[src/rtl/hamming_pkg.sv]
// Shared Hamming helpers for encoder and decoder: parity-width and codeword-width derivation.
// Build option: define HAMMING_SECDED_EN to append an overall even-parity bit (SECDED).
package hamming_pkg;

`ifdef HAMMING_SECDED_EN
    localparam int unsigned SecdedW = 1;
`else
    localparam int unsigned SecdedW = 0;
`endif

    typedef logic [1:0] occ_t;

    // Smallest r with 2^r >= data + r + 1.
    function automatic int unsigned par_w_f(input int unsigned dw);
        int unsigned r;
        r = 1;
        while ((32'd1 << r) < dw + r + 1) r = r + 1;
        return r;
    endfunction

    function automatic bit is_par_pos(input int unsigned pos);
        return (pos != 0) && ((pos & (pos - 1)) == 0);
    endfunction

    function automatic int unsigned ham_w_f(input int unsigned dw);
        return dw + par_w_f(dw);
    endfunction

    function automatic int unsigned cw_w_f(input int unsigned dw);
        return ham_w_f(dw) + SecdedW;
    endfunction

    // Data positions (1-based) covered by the parity bit at position 2^k.
    function automatic logic [31:0] par_mask(input int unsigned k);
        logic [31:0] m;
        m = '0;
        for (int unsigned p = 1; p < 32; p++) begin
            if (((p >> k) & 32'd1) == 32'd1 && !is_par_pos(p)) m[p-1] = 1'b1;
        end
        return m;
    endfunction

endpackage

[src/rtl/hamming_par_gen.sv]
// Combinational Hamming codeword generator: data word in, codeword out (position i on bit i-1).
// Build option: HAMMING_SECDED_EN adds the overall parity bit in the MSB.
module hamming_par_gen
    import hamming_pkg::*;
#(
    parameter int unsigned DATA_W = 4,
    parameter int unsigned CW_W   = cw_w_f(DATA_W)
) (
    input  logic [DATA_W-1:0] data_i,
    output logic [CW_W-1:0]   cw_o
);

    localparam int unsigned HamW = ham_w_f(DATA_W);
    localparam int unsigned ParW = par_w_f(DATA_W);

    logic [HamW-1:0] data_pos;
    logic [HamW-1:0] ham;

    // Non-parity position p holds data bit p-1-clog2(p): the powers of two below p are skipped.
    for (genvar p = 1; p <= HamW; p++) begin : g_pos
        if (is_par_pos(p)) begin : g_par
            assign data_pos[p-1] = 1'b0;
        end else begin : g_dat
            assign data_pos[p-1] = data_i[p-1-$clog2(p)];
            assign ham[p-1]      = data_pos[p-1];
        end
    end

    for (genvar k = 0; k < ParW; k++) begin : g_parity
        localparam logic [31:0] Mask = par_mask(k);
        assign ham[(1 << k) - 1] = ^(data_pos & Mask[HamW-1:0]);
    end

`ifdef HAMMING_SECDED_EN
    assign cw_o = {^ham, ham};
`else
    assign cw_o = ham;
`endif

endmodule

[src/rtl/hamming_enc.sv]
// Hamming encoder with valid/ready handshake, 2-entry codeword FIFO and delivered-word counter.
// Build option: HAMMING_SECDED_EN widens the codeword by one overall-parity bit.
module hamming_enc
    import hamming_pkg::*;
#(
    parameter  int unsigned DATA_W = 4,
    localparam int unsigned PAR_W  = par_w_f(DATA_W),
    localparam int unsigned CW_W   = DATA_W + PAR_W + SecdedW
) (
    input  logic              clk,
    input  logic              rst,
    input  logic [DATA_W-1:0] din,
    input  logic              din_val,
    output logic              din_rdy,
    output logic [CW_W-1:0]   eout,
    output logic              eout_val,
    input  logic              eout_rdy,
    output logic [15:0]       word_cnt
);

    logic [CW_W-1:0] cw;
    logic [CW_W-1:0] mem_q [2];
    logic            wr_ptr_q;
    logic            rd_ptr_q;
    occ_t            cnt_q, cnt_d;
    logic            rdy_q;
    logic [15:0]     word_cnt_q;
    logic            push, pop;

    hamming_par_gen #(
        .DATA_W(DATA_W),
        .CW_W  (CW_W)
    ) u_par_gen (
        .data_i(din),
        .cw_o  (cw)
    );

    assign push = din_val && rdy_q;
    assign pop  = eout_val && eout_rdy;

    always_comb begin
        cnt_d = cnt_q + {1'b0, push} - {1'b0, pop};
    end

    // Ready is registered from next occupancy so it never sees eout_rdy combinationally.
    always_ff @(posedge clk or negedge rst) begin
        if (!rst) begin
            cnt_q      <= '0;
            wr_ptr_q   <= 1'b0;
            rd_ptr_q   <= 1'b0;
            rdy_q      <= 1'b0;
            word_cnt_q <= '0;
        end else begin
            cnt_q <= cnt_d;
            rdy_q <= (cnt_d < 2'd2);
            if (push) wr_ptr_q <= ~wr_ptr_q;
            if (pop) begin
                rd_ptr_q   <= ~rd_ptr_q;
                word_cnt_q <= word_cnt_q + 16'd1;
            end
        end
    end

    always_ff @(posedge clk) begin
        if (push) mem_q[wr_ptr_q] <= cw;
    end

    assign din_rdy  = rdy_q;
    assign eout_val = (cnt_q != 2'd0);
    assign eout     = eout_val ? mem_q[rd_ptr_q] : '0;
    assign word_cnt = word_cnt_q;

endmodule

[config.mk]
export PLATFORM = sky130hd
export DESIGN_NAME = hamming_enc
export DESIGN_NICKNAME = d
export VERILOG_FILES = /design/src/rtl/hamming_pkg.sv /design/src/rtl/hamming_par_gen.sv /design/src/rtl/hamming_enc.sv
export SDC_FILE = /design/constraint.sdc
export NUM_CORES = 1
export LEC_CHECK = 0
export ABC_AREA = 1
export CORE_MARGIN = 3
export CORE_UTILIZATION = 40
export CTS_BUF_LIST = sky130_fd_sc_hd__clkbuf_4
export CTS_CLUSTER_SIZE = 12
export DETAILED_ROUTE_END_ITERATION = 10
export PLACE_DENSITY = 0.67
export SLEW_MARGIN = 10
export SYNTH_ARGS = -nofsm -noshare
export SYNTH_HDL_FRONTEND = slang
export SYNTH_SLANG_ARGS = --single-unit
[constraint.sdc]
create_clock -name clk -period 1.6 [get_ports clk]
set_input_delay 0.32 -clock clk [delete_from_list [all_inputs] [get_ports clk]]
set_output_delay 0.32 -clock clk [all_outputs]
set_load 0.01 [all_outputs]
==> impl_metrics.json, run 1 <==
{
  "status": "finished clean",
  "drive_gt1_share_pct": 27.0,
  "power.leakage_uw": 0.00128,
  "routedWlPerCell_um": 13.1,
  "netlist_instances": 171,
  "fin_nets": 250,
  "fp-row-count": 22,
  "initialDrtViolationCount": 61,
  "ys_seq_elements": 35,
  "numCtsBuffers": 5,
  "dp.cells": 261,
  "core_area_mm2": 0.00380,
  "powerDensity_mw_per_mm2": 1460,
  "routed_wirelength_um": 3790,
  "avgSynthCellArea_um2": 9.61,
  "pre_cts_slack_ns": -0.250,
  "grt_start_max_net_pins": 22,
  "cp_data_required_time_ns": 1.28,
  "path_delay_family": "flip-flops",
  "ir_drop_uv": 757,
  "cts-root-buf": "clkbuf_4",
  "seq_area_frac_synth_pct": 57.6,
  "finalCritPeriodShare_pct": 99.3,
  "antenna_found_initial": 0,
  "path_max_fanout": 7,
  "holdBufCountCts": 0,
  "grt_pass1_wl_um": 6380,
  "cts_tree": "done",
  "insertion_delay_ns": 0.35,
  "syn2layout_area_growth_pct": 46.6,
  "hold_viol": 0,
  "setup_violations": 0,
  "cp_slowest_stage_delay_ns": 0.44,
  "cts_max_level": 2,
  "maxCapViolCount": 0,
  "start_kind": "register",
  "yosysTopAreaCellShare_pct": 32.0,
  "dieArea_mm2": 0.00491,
  "worst_pin_slew_ns": 0.338,
  "post-synth-top-area-cell": "dfrtp_1",
  "grtUsageTotal_pct": 16.5,
  "dpl.hpwl_um": 2590,
  "die_y_um": 70.1,
  "rsz0062_at_grt": "true",
  "slew-limit-headroom_pct": 77.3,
  "drv_slew": 0,
  "n_antenna_cell": 0,
  "grt_pass1_vias": 1447,
  "max_freq_mhz": 630,
  "worstSetupPathType": "register to output pin",
  "die_w_um": 70.1,
  "routed-via-count": 1364,
  "crit_slowest_cell": "dfrtp_1",
  "endpoint_kind": "output pin",
  "port_buffers": 32,
  "clk_pin_slew_ns": 0.12,
  "gp_congestion": 0.751,
  "worst_slack_ns": 0.0119,
  "layout_common_cells": "46 x nand2_1, 27 x buf_4, 20 x inv_1",
  "path_cells": "nor2_4 -> buf_6 -> a21oi_1 -> buf_2",
  "ios": 33,
  "final_cells": 289,
  "finClkSkew_ns": 0.0108,
  "min_path_type": "input pin to async pin",
  "finalSetupTns_ns": 0,
  "fin_area_mm2": 0.00241,
  "initial_utilization_pct": 43.2,
  "routed_via_density": 4.72,
  "drtPass1Iterations": 4,
  "synth.area.top_cells": "dfrtp_1 32%, edfxtp_1 26%, nand2_1 11%, xor2_1 6.4%, inv_1 4.6%",
  "ant_nets": 0,
  "layout_commonest_cell": "nand2_1",
  "synth_nets": 181,
  "synth_cell_types": 20,
  "clk_path_buf_depth": 2,
  "placed_area_mm2": 0.00210,
  "path_buf_inv": 2,
  "cts.sinks": 35,
  "cp_data_arrival_time_ns": 1.27,
  "fin_crit_ns": 1.59,
  "drc_errors": 0,
  "synth_area_mm2": 0.00164,
  "grt_remaining_overflow": 0,
  "synth-warning-count": 0
}
[state kept, by name, summed over array words and instances, names as in the netlist]
| name | cells |
|---|---|
| mem_q | 14 |
| word_cnt | 16 |
| din_rdy | 1 |
| wr_ptr_q | 1 |
| cnt_q | 2 |
| rd_ptr_q | 1 |
[path summary, 6_finish.rpt]
| check | from | to | slack [ns] | cells after the start |
|---|---|---|---|---|
| min reg2reg | word_cnt[15] | word_cnt[15] | 0.57 | 2 |
| max reg2reg | cnt_q[1] | din_rdy | 0.08 | 9 |
| min | rst | word_cnt[2] | 0.30 | 2 |
| max | cnt_q[1] | eout[0] | 0.01 | 4 |
| max in group asynchronous | rst | word_cnt[8] | 1.05 | 2 |
| min in group clk | word_cnt[15] | word_cnt[15] | 0.57 | 2 |
[where the power goes]
group	internal, uW	switching [uW]
clock	329	316
sequential	1160	124
combinational	794	803
[stage by stage]
stage | util, % | power [uW] | hold WS [ns]
after detailed placement | 55.3 | 2690 | 0.516
after CTS | 61.0 | 3430 | 0.298
final | 63.4 | 3530 | 0.301
after floorplan | - | 1960 | 0.0244
after global routing | 63.4 | 3760 | 0.310
after global placement | 55.3 | 2630 | 0.507
[Yosys cell counts]
master,number
a21oi_1,7
buf_2,1
clkinv_1,1
dfrtp_1,21
edfxtp_1,14
ha_1,2
inv_1,20
nand2_1,49
nand2_2,1
nand2_4,1
nand3_1,9
nand3b_1,1
nand4_1,2
nor2_1,18
nor2_4,2
nor2_8,1
o21ai_0,1
o21ai_1,1
xnor2_1,7
xor2_1,12
[timing repair]
| action | 4_1_cts | 5_1_grt |
|---|---|---|
| gates resized for setup | 36 | 34 |
| pin swaps | 3 | 6 |
| buffers inserted | 18 | 2 |
| setup endpoints to repair | 26 | 21 |
[layer usage]
metal | part of all wire (%) | GRT usage, %
met1 | 39 | 17.9
met3 | 4.7 | 3.74
met4 | 3.1 | 8.94
met2 | 53 | 29.5
met5 | 0 | 0
[logic make-up after synthesis]
| family | share of synthesized area [%] |
|---|---|
| XOR/XNOR | 10.1 |
| flip-flops | 57.6 |
| AND/OR/NAND/NOR | 22.9 |
| buffers and inverters | 5.10 |
| adder cells (fa/ha/maj) | 1.52 |
| AO/OA/AOI/OAI | 2.74 |
[final cells by class]
| type | instances | area [um2] |
|---|---|---|
| sequential | 35 | 948 |
| multi-input combinational | 114 | 681 |
| timing repair buffer | 63 | 554 |
| inverter | 21 | 83.8 |
| fill | 330 | 1390 |
| clock buffer | 5 | 37.5 |
| tap | 48 | 60.1 |
| clock inverter | 3 | 43.8 |
Note: power is estimated with default switching activity, not from simulation.
==> run 2: changes to the inputs <==
Settings changed: GPL_ROUTABILITY_DRIVEN from default to 0, SKIP_CTS_REPAIR_TIMING from default to 1.
==> impl_metrics.json, run 2 (synthesis gave the netlist of run 1 again) <==
{
  "power.leakage_uw": 0.00144,
  "core_area_mm2": 0.00380,
  "ir_drop_uv": 782,
  "cp_data_arrival_time_ns": 1.37,
  "met1Wirelength_um": 1590,
  "max_freq_mhz": 592,
  "grt_pass1_vias": 1344,
  "start_kind": "register",
  "dieArea_mm2": 0.00491,
  "routed-via-count": 1427,
  "status": "complete, but fails checks",
  "n_antenna_cell": 0,
  "wl_met3_um": 147,
  "violations": "setup timing",
  "cts.sinks": 35,
  "routedWlPerCell_um": 13.1,
  "die_y_um": 70.1,
  "grtUsageTotal_pct": 15.2,
  "worst_pin_slew_ns": 0.351,
  "min_path_type": "input pin to async pin",
  "initialDrtViolationCount": 46,
  "cts-root-buf": "clkbuf_4",
  "r2r_start": "cnt_q[0]",
  "dpl.hpwl_um": 2590,
  "clk_pin_slew_ns": 0.12,
  "drc_errors": 0,
  "endpoint_kind": "output pin",
  "final-seq-area_um2": 947,
  "grt_pass1_wl_um": 5880,
  "setup_violations": 7,
  "ios": 33,
  "fp-row-count": 22,
  "grt_start_max_net_pins": 22,
  "worst_slack_ns": -0.0895,
  "pre_cts_slack_ns": -0.250,
  "ant_nets": 0,
  "numCtsBuffers": 5,
  "drtPass1Iterations": 4,
  "powerDensity_mw_per_mm2": 1500,
  "multiInputGateArea_um2": 742,
  "crit_start": "rd_ptr_q",
  "port_buffers": 32,
  "initial_utilization_pct": 43.2,
  "cp_data_required_time_ns": 1.28,
  "routed_via_density": 4.77,
  "path_max_fanout": 5,
  "reg2reg_depth": 9,
  "cts_tree": "done",
  "worstSetupPathType": "register to output pin",
  "hold_viol": 0,
  "fin_nets": 260,
  "slew-limit-headroom_pct": 76.5,
  "layout_commonest_cell": "nand2_1",
  "maxCapViolCount": 0,
  "reg2reg_slack_ns": 0.07,
  "drive_gt1_share_pct": 34.7,
  "largest_register_ffs": 16,
  "antenna_found_initial": 0,
  "fin_util_pct": 68.2,
  "fill_cells": 299,
  "finClkSkew_ns": 0.0107,
  "rsz0062_at_grt": "true",
  "fin_crit_ns": 1.69,
  "wl_met2_um": 2090,
  "r2r_end": "din_rdy",
  "routed_wirelength_um": 3910,
  "insertion_delay_ns": 0.35,
  "clk_path_buf_depth": 2,
  "finalCritPeriodShare_pct": 106,
  "drv_slew": 0,
  "layout_common_cells": "35 x nand2_1, 31 x buf_4, 20 x inv_1, 20 x dfrtp_1",
  "syn2layout_area_growth_pct": 57.8,
  "top_layer": "met4",
  "cts_max_level": 2,
  "grt_remaining_overflow": 0,
  "die_w_um": 70.1,
  "crit_path_end": "eout[1]"
}
==> run 2: cell count changes in the layout (fill, tap and decap cells not counted), moves of 4 or more <==
cell,delta
buf_4,+4
buf_6,+5
dlygate4sd2_1,-5
dlymetal6s2s_1,+7
nand2_1,-11
nand2_2,+6
nand2_4,+5
==> run 2: routing by layer <==
layer  GRT usage (%)  up-vias
met3            3.60       13
met5               0        -
li1                -      700
met1            16.7      675
met4            7.87        0
met2            27.2       39
==> run 2: stage by stage <==
step	std cells	instance area (um2)	hold slack (ns)	setup TNS [ns]	total power, uW
floorplan	171	1640	0.0244	0	1960
global placement	261	2100	0.507	-0.413	2630
detailed placement	261	2100	0.516	-1.20	2690
CTS	269	2180	0.298	-4.24	3340
global route	299	2590	0.318	-0.894	4150
finish	299	2590	0.306	-0.282	3900
==> run 2: worst min-delay path by stage <==
stage	startpoint	endpoint	slack [ns]	cells past startpoint
floorplan	rst	cnt_q[0]	0.02	0
global placement	word_cnt[6]	word_cnt[6]	0.51	1
detailed placement	word_cnt[6]	word_cnt[6]	0.52	1
CTS	rst	word_cnt[2]	0.30	2
global route	rst	rd_ptr_q	0.32	2
finish	rst	rd_ptr_q	0.31	2
==> run 2: final cells by class <==
cell class	instances	area share, %
timing repair buffer	73	26.2
multi-input combinational	114	28.6
inverter	21	3.19
clock buffer	5	1.45
sequential	35	36.5
clock inverter	3	1.69
tap	48	2.32
==> run 2: report_power, final <==
group          internal (uW)  total, uW  switching [uW]  leakage (uW)
clock                    329        640             311     0.0000452
sequential              1160       1320             159      0.000394
combinational           1030       1940             903       0.00100
==> run 2: critical path, stage by stage (launching register included) <==
cell and delay (ns):
dfrtp_1 0.43, clkinvlp_4 0.10, buf_6 0.13, buf_6 0.10, nand2_4 0.03, a21oi_2 0.09, buf_2 0.13
